==> config.mk <==
export PLATFORM = sky130hd
export DESIGN_NAME = cnn_window_gen
export DESIGN_NICKNAME = d
export VERILOG_FILES = /design/src/rtl/cnn_pkg.sv /design/src/rtl/cnn_line_buffer.sv /design/src/rtl/cnn_window_gen.sv
export SDC_FILE = /design/constraint.sdc
export NUM_CORES = 1
export LEC_CHECK = 0
export CAP_MARGIN = 10
export CORE_MARGIN = 2
export CORE_UTILIZATION = 59
export DETAILED_ROUTE_END_ITERATION = 10
export HOLD_SLACK_MARGIN = 0.08
export PLACE_DENSITY = 0.82
export SYNTH_ARGS = -nofsm -noshare
export SYNTH_HDL_FRONTEND = slang
export SYNTH_SLANG_ARGS = --single-unit
==> constraint.sdc <==
create_clock -name aclk -period 4.7 [get_ports aclk]
set_clock_uncertainty 0.1 [all_clocks]
set_input_delay 0.94 -clock aclk [delete_from_list [all_inputs] [get_ports aclk]]
set_output_delay 0.94 -clock aclk [all_outputs]
set_load 0.03 [all_outputs]
==> src/rtl/cnn_pkg.sv <==
// rtl/cnn_pkg.sv - shared constants, scan states and lane packing helper for the 3x3 window generator
package cnn_pkg;

  localparam int DEFAULT_DATA_WIDTH = 8;
  localparam int NUM_TAPS           = 9;
  localparam int PKT_LANES          = 18;

  typedef enum logic {
    SCAN_FILL   = 1'b0,
    SCAN_STREAM = 1'b1
  } scan_state_e;

  // Lane i of a packet occupies bits [i*width +: width].
  function automatic int lane_lsb(input int lane, input int width);
    return lane * width;
  endfunction

endpackage

==> src/rtl/cnn_line_buffer.sv <==
// rtl/cnn_line_buffer.sv - two image-row delay lines, read-before-write at the current column
module cnn_line_buffer #(
  parameter int DATA_WIDTH = 8,
  parameter int IMG_W      = 28,
  parameter int COL_W      = $clog2(IMG_W)
) (
  input  logic                  aclk,
  input  logic                  wr_en,
  input  logic [COL_W-1:0]      col,
  input  logic [DATA_WIDTH-1:0] wr_data,
  output logic [DATA_WIDTH-1:0] row0_q,
  output logic [DATA_WIDTH-1:0] row1_q
);

  // lb0 holds the previous row, lb1 the row before that.
  logic [DATA_WIDTH-1:0] lb0 [IMG_W];
  logic [DATA_WIDTH-1:0] lb1 [IMG_W];

  assign row0_q = lb0[col];
  assign row1_q = lb1[col];

  always_ff @(posedge aclk) begin
    if (wr_en) begin
      lb1[col] <= lb0[col];
      lb0[col] <= wr_data;
    end
  end

endmodule

==> src/rtl/cnn_window_gen.sv <==
// rtl/cnn_window_gen.sv - raster-scan 3x3 window generator emitting window+kernel packets over AXI-Stream
module cnn_window_gen
  import cnn_pkg::*;
#(
  parameter int DATA_WIDTH = DEFAULT_DATA_WIDTH,
  parameter int IMG_W      = 28,
  parameter int IMG_H      = 28
) (
  input  logic                            aclk,
  input  logic                            aresetn,
  input  logic [DATA_WIDTH-1:0]           s_axis_tdata,
  input  logic                            s_axis_tvalid,
  output logic                            s_axis_tready,
  input  logic                            k_we,
  input  logic [3:0]                      k_addr,
  input  logic [DATA_WIDTH-1:0]           k_wdata,
  output logic [DATA_WIDTH*PKT_LANES-1:0] m_axis_tdata,
  output logic                            m_axis_tvalid,
  input  logic                            m_axis_tready,
  output logic                            m_axis_tlast
);

  localparam int COL_W = $clog2(IMG_W);
  localparam int ROW_W = $clog2(IMG_H);
  localparam int PKT_W = DATA_WIDTH * PKT_LANES;

  localparam logic [COL_W-1:0] COL_LAST       = COL_W'(IMG_W - 1);
  localparam logic [ROW_W-1:0] ROW_LAST       = ROW_W'(IMG_H - 1);
  localparam logic [COL_W-1:0] COL_FIRST_EMIT = COL_W'(2);
  localparam logic [ROW_W-1:0] ROW_FILL_LAST  = ROW_W'(1);

  logic [COL_W-1:0]      col_q;
  logic [ROW_W-1:0]      row_q;
  scan_state_e           state_q;
  scan_state_e           state_d;
  logic                  accept;
  logic                  emit;
  logic                  col_wrap;
  logic                  frame_end;
  logic [DATA_WIDTH-1:0] lb0_q;
  logic [DATA_WIDTH-1:0] lb1_q;
  logic [DATA_WIDTH-1:0] win_q    [NUM_TAPS];
  logic [DATA_WIDTH-1:0] win_d    [NUM_TAPS];
  logic [DATA_WIDTH-1:0] kernel_q [NUM_TAPS];
  logic [PKT_W-1:0]      pkt_d;

  // A stalled output register blocks input, so a held packet never changes.
  assign s_axis_tready = !m_axis_tvalid || m_axis_tready;
  assign accept        = s_axis_tvalid && s_axis_tready;
  assign col_wrap      = (col_q == COL_LAST);
  assign frame_end     = col_wrap && (row_q == ROW_LAST);

  cnn_line_buffer #(
    .DATA_WIDTH (DATA_WIDTH),
    .IMG_W      (IMG_W),
    .COL_W      (COL_W)
  ) u_line_buffer (
    .aclk    (aclk),
    .wr_en   (accept),
    .col     (col_q),
    .wr_data (s_axis_tdata),
    .row0_q  (lb0_q),
    .row1_q  (lb1_q)
  );

  always_comb begin
    for (int r = 0; r < 3; r++) begin
      win_d[r*3]     = win_q[r*3 + 1];
      win_d[r*3 + 1] = win_q[r*3 + 2];
    end
    win_d[2] = lb1_q;
    win_d[5] = lb0_q;
    win_d[8] = s_axis_tdata;
  end

  always_comb begin
    pkt_d = '0;
    for (int i = 0; i < NUM_TAPS; i++) begin
      pkt_d[lane_lsb(i, DATA_WIDTH) +: DATA_WIDTH]            = win_d[i];
      pkt_d[lane_lsb(NUM_TAPS + i, DATA_WIDTH) +: DATA_WIDTH] = kernel_q[i];
    end
  end

  always_ff @(posedge aclk) begin
    if (!aresetn) begin
      state_q <= SCAN_FILL;
    end else begin
      state_q <= state_d;
    end
  end

  always_comb begin
    state_d = state_q;
    emit    = 1'b0;
    case (state_q)
      SCAN_FILL: begin
        if (accept && col_wrap && (row_q == ROW_FILL_LAST)) begin
          state_d = SCAN_STREAM;
        end
      end
      SCAN_STREAM: begin
        emit = accept && (col_q >= COL_FIRST_EMIT);
        if (accept && frame_end) begin
          state_d = SCAN_FILL;
        end
      end
      default: state_d = SCAN_FILL;
    endcase
  end

  always_ff @(posedge aclk) begin
    if (!aresetn) begin
      col_q <= '0;
      row_q <= '0;
    end else if (accept) begin
      if (col_wrap) begin
        col_q <= '0;
        row_q <= (row_q == ROW_LAST) ? '0 : row_q + 1'b1;
      end else begin
        col_q <= col_q + 1'b1;
      end
    end
  end

  // Window contents are only meaningful once three columns of the current row are in.
  always_ff @(posedge aclk) begin
    if (accept) begin
      for (int i = 0; i < NUM_TAPS; i++) begin
        win_q[i] <= win_d[i];
      end
    end
  end

  always_ff @(posedge aclk) begin
    if (!aresetn) begin
      for (int i = 0; i < NUM_TAPS; i++) begin
        kernel_q[i] <= '0;
      end
    end else if (k_we && (k_addr < 4'(NUM_TAPS))) begin
      kernel_q[k_addr] <= k_wdata;
    end
  end

  always_ff @(posedge aclk) begin
    if (!aresetn) begin
      m_axis_tvalid <= 1'b0;
      m_axis_tdata  <= '0;
      m_axis_tlast  <= 1'b0;
    end else if (emit) begin
      m_axis_tvalid <= 1'b1;
      m_axis_tdata  <= pkt_d;
      m_axis_tlast  <= frame_end;
    end else if (m_axis_tready) begin
      m_axis_tvalid <= 1'b0;
      m_axis_tlast  <= 1'b0;
    end
  end

endmodule

======== After elaboration in Yosys (flattened, before gate mapping) ========
Memory sizes are Yosys's and may differ from the RTL's. A register that Yosys moved wholly into a read port is not among the register bits.
Cells that the tools add are included.
storage, ports and cells
  flip-flop bits (word level) ............. 157
  bits in writable memories ............... 592
  output and inout bits ................... 147
  memories kept ........................... 4
memory list
  memory             words  width  read ports  clocked after memory_dff  wr ports  RTL line               RTL
  u_line_buffer.lb0  28     8      1           1                         1         cnn_line_buffer.sv:16  logic [DATA_WIDTH-1:0] lb0 [IMG_W];
  u_line_buffer.lb1  28     8      1           1                         1         cnn_line_buffer.sv:17  logic [DATA_WIDTH-1:0] lb1 [IMG_W];
  kernel_q           9      8      9           9                         9         cnn_window_gen.sv:44   logic [DATA_WIDTH-1:0] kernel_q [NUM_TAPS];
  win_q              9      8      6           0                         9         cnn_window_gen.sv:42   logic [DATA_WIDTH-1:0] win_q [NUM_TAPS];
cells by class
  add/subtract/negate cells ............... 2
  $lt $le $gt $ge ......................... 2
  eq/ne operators ......................... 3
  muxes and demuxes ....................... 22
  bitwise gates (word level) .............. 1
  reductions and logical operators ........ 21
operators by type and width
  kind                   count
  $mux W5                6
  $mux W1                13
  $add A5 B1 Y5 const B  2
  $eq A5 B5 Y1 const B   2
  $logic_not A1 Y1       10
  $mux W8                1
  $reduce_or A8 Y1       1
  $logic_and A1 B1 Y1    7
  $eq A5 B1 Y1 const B   1
  $ge A5 B2 Y1 const B   1
  $lt A4 B4 Y1 const B   1
  $mux W4                1
  $pmux W1 S2            1
  $reduce_and A2 Y1      1
  $reduce_bool A2 Y1     1
  $logic_or A1 B1 Y1     1
  $not A1 Y1             1

======== Depth between registers and ports, before layout ========
  depth after elaboration ................. 7
  gate-level depth with buffers ........... 9

======== Cells and area by module ========
A second synthesis with hierarchy kept.
second synthesis, totals
  cell total of the unflattened synthesis .. 1907
  area total of the unflattened synthesis .. 27689.1 um2
modules (own cells, without submodules)
  module           instances  cells an instance  area each (um2)  sequential area each (um2)
  cnn_line_buffer  1          969                17609.4          13452.9
  cnn_window_gen   1          938                10079.7          6746.5

======== Worst setup path before layout ========
OpenSTA, ideal clock, no wires.
  path kind ............................... input-to-reg
  from .................................... in m_axis_tready
  to ...................................... mem u_line_buffer.lb0[15][0], enable pin
  setup time .............................. 0.329 ns
  arrival time ............................ 3.447 ns
  data required time ...................... 4.271 ns
  slack ................................... 0.824 ns
  stages on the path ...................... 5
  path buffers ............................ 0
  cells stage by stage .................... nand2b_1 > nand2_1 > clkinv_1 > nand2_1 > nor2_1
on the way
  cells in the longest elaborated chain, start to end .. 4
ends and longest elaborated chain
  what                           RTL line               RTL
  start: declaration             cnn_window_gen.sv:19   input logic m_axis_tready,
  $logic_or A1 B1 Y1             cnn_window_gen.sv:48   assign s_axis_tready = !m_axis_tvalid || m_axis_tready;
  $logic_and A1 B1 Y1            cnn_window_gen.sv:49   assign accept = s_axis_tvalid && s_axis_tready;
  via accept                     cnn_window_gen.sv:36   logic accept;
  $mux W1                        cnn_line_buffer.sv:23  if (wr_en) begin
  $mux W1 (not written as such)  cnn_line_buffer.sv:25  lb0[col] <= wr_data;
  end: declaration               cnn_line_buffer.sv:16
The timed path passes the listed nets, and every way through them passes these cells.

======== Final worst setup path ========
  from .................................... in m_axis_tready
  to ...................................... mem u_line_buffer.lb0[3][1], enable pin
The elaborated chain is that of the path after synthesis.

==> flow_summary.toml <==
[yosys]
yosys_register_bits = 730
synth-edff-count = 568
ys.warnings.count = 0
synth_nets = 1903
netlist_area_um2 = 27700
synth_cell_types = 45
async_flop_share = 0
avgSynthCellArea_um2 = 14.8
synth_cells = 1872
synthFlopType = "edfxtp_1"
seq_area_frac_synth = 0.732

[clocking]
cts_resized = 0
root_buffer = "clkbuf_16"
cts_num_sinks = 730
htreeDepth = 3
hold_buffers = 0
cts-buffers-inserted = 71
clk_latency_ps = 600
clockBufferDepth = 3
post_cts_buffers = 0
clkSlewWorstSetupHoldPaths_ps = 60
tritoncts = "yes"

[global_routing]
grt_pass1_wl_um = 95500
grt_start_max_net_pins = 88
track_usage = 0.262
antenna_found_initial = 0
grt_pass1_vias = 16100
gr-total-overflow = 0

[worst_setup_path]
cp_top_family = "buffers and inverters"
criticalPathCategory = "primary input to register"
cp.arrival_ps = 3450
start_kind = "primary input"
path_depth = 8
crit_chain = "clkdlybuf4s50_1 > nand2b_1 > nand2_1 > inv_2 > buf_4 > nand2_1 > nor2_1 > buf_4"
slowest_stage = "buf_4"
critPathCaptureType = "register"
worstPathRequired_ps = 4860
path_buf_inv = 4
cp_max_fo = 53
r2r.worst_path.cells = 6
max_stage_delay_ps = 540

[sta]
finalSetupViolations = 0
setup-tns-final_ps = 0
worstMarginPinSlew_ps = 1160
max-slew-margin-rel = 0.227
drv_slew = 0
finalCritPeriodShare = 0.700
finalHoldViolCount = 0
post-route-min-period_ps = 3290
hold_slack_ps = 342
rsz0062_at_grt = "false"
fmax_ghz = 0.304

[drt]
drt-total-wl_um = 63700
viasPerCell = 6.11
wl_per_cell_um = 23.3
drtIter0Drc = 2069
drtPass1Iterations = 5
drcViolationCount = 0
ant_nets = 0
vias = 16700

[die]
rows = 79
io_pins = 172
die-area_um2 = 48700
fp.dieW_um = 221
die_h_um = 221
initial_utilization = 0.597
core-area_um2 = 46500

[finish]
area_growth_pct = 17.5
drive_above_1_share = 0.0995
final-seq-area_um2 = 20300
n_fill_cell = 2834
num-nets-final = 2106
antenna_cells = 0
design_area_um2 = 32600
multi_input_area_um2 = 6930

[pwr]
p_switching_mw = 2.76
irDropWorstVdd_mv = 0.302
p_clk_frac = 0.410
swShare = 0.210
power_frac_comb = 0.048
power_frac_seq = 0.543
powerDensity_nw_per_um2 = 404
p_leak_nw = 10.6
p_int_mw = 10.4

[place]
dp_hpwl_um = 39100
place_area_um2 = 30200
gp_congestion = 0.825
port_buffers = 171

[status]
status = "completed"

[min_path]
holdCritPathClass = "register to register"
whs_path_depth = 0

[job]
drv_cap = 0
==> registers in the layout, indices dropped and copies added (netlist names), 5 cells and up, named ones only <==
signal	count
m_axis_tdata	144
col_q	5
row_q	5
kernel_q	72
u_line_buffer.lb1	224
win_q	48
u_line_buffer.lb0	224
==> metal layers <==
metal / track usage / part of all wire / wire (um)
met1: 0.359 / 0.39 / 25100
met2: 0.430 / 0.48 / 30900
met3: 0.0429 / 0.093 / 5920
met4: 0.0907 / 0.029 / 1830
met5: 0 / 0 / 0
==> metrics by stage <==
stage	std cells	total power [mW]	utilization	worst slack (ps)
final	2738	13.2	0.702	1410
after detailed placement	2603	7.89	0.651	854
after global placement	2603	7.86	0.651	911
after global routing	2738	13.5	0.702	1180
after floorplan	1872	7.62	-	824
after CTS	2732	13.2	0.699	1410
==> Yosys cell counts, drive strengths merged, types with 2 or more instances <==
master	instances	area, um2
o221ai	28	245
nor3	15	75.1
a2bb2oi	4	35.0
a21boi	131	983
dfxtp	162	3240
mux2	24	270
ha	6	75.1
and2	83	519
o21ai	10	50.1
nand2b	8	50.1
edfxtp	568	17100
nand3	14	70.1
clkbuf	54	203
mux2i	201	2010
nor2	50	188
xor2	3	26.3
nor2b	6	37.5
a211oi	5	37.5
or2	2	12.5
nand3b	3	22.5
inv	5	18.8
or3	3	23.8
nand4	4	25.0
nand2	284	1070
a22oi	88	661
a21oi	21	105
buf	57	325
a22o	20	175
==> final timing paths <==
path,start,endpoint,slack (ps)
setup / recovery,m_axis_tready,u_line_buffer.lb0[3][1]$_DFFE_PP_,1410
setup reg to reg,register,u_line_buffer.lb1[2][3]$_DFFE_PP_,1570
hold reg to reg,win_q[5][6]$_DFFE_PP_,win_q[4][6]$_DFFE_PP_,340
hold / removal,win_q[5][6]$_DFFE_PP_,win_q[4][6]$_DFFE_PP_,340
==> cells by family (layout without fill, tap and decap cells) <==
| family | count (synthesis) | in the layout | share of synthesized area |
|---|---|---|---|
| adder cells (fa/ha/maj) | 6 | 6 | 0.00271 |
| XOR/XNOR | 4 | 4 | 0.00126 |
| multiplexers | 225 | 225 | 0.0823 |
| AND/OR/NAND/NOR | 478 | 478 | 0.0771 |
| flip-flops | 730 | 730 | 0.732 |
| buffers and inverters | 117 | 376 | 0.0199 |
| AO/OA/AOI/OAI | 312 | 312 | 0.0846 |
==> worst reg2reg max path, cell delays in order (launching register included) <==
cell      delay, ps
dfxtp_4         530
buf_4           520
mux2i_1         160
a22oi_1         280
a21oi_1         170
o221ai_2        900
buf_4           310
==> cell type report <==
type	instances	area share
sequential	730	0.623
multi-input combinational	1025	0.213
timing repair buffer	241	0.0722
clock inverter	30	0.00656
tap	607	0.0233
inverter	6	0.000691
clock buffer	99	0.0615
==> cell usage in the layout (no fill, tap or decap), types with 8 or more instances in the layout <==
| cell | netlist | layout |
|---|---|---|
| nand2_1 | 284 | 284 |
| o221ai_1 | 28 | 24 |
| clkbuf_16 | 0 | 75 |
| clkinv_1 | 1 | 10 |
| clkinv_2 | 0 | 12 |
| dfxtp_1 | 162 | 160 |
| and2_1 | 83 | 83 |
| nand3_1 | 14 | 14 |
| nand2b_1 | 8 | 8 |
| a21oi_1 | 21 | 21 |
| edfxtp_1 | 568 | 568 |
| a22o_1 | 20 | 20 |
| o21ai_0 | 10 | 10 |
| nor2_1 | 50 | 49 |
| buf_4 | 18 | 62 |
| mux2i_1 | 201 | 201 |
| clkdlybuf4s50_1 | 0 | 170 |
| mux2_2 | 24 | 24 |
| a22oi_1 | 88 | 88 |
| a21boi_1 | 128 | 128 |
| nor3_1 | 15 | 11 |
| clkbuf_1 | 54 | 19 |
==> power by group through the flow <==
stage          logic [mW]  registers [mW]  clock network [mW]
2_1_floorplan       0.350            7.27                   0
3_3_place_gp        0.581            7.28                   0
3_5_place_dp        0.603            7.29                   0
4_1_cts             0.607            7.15                5.46
5_1_grt             0.662            7.15                5.70
6_report            0.629            7.15                5.40
Note: power is estimated with default switching activity, not from simulation.
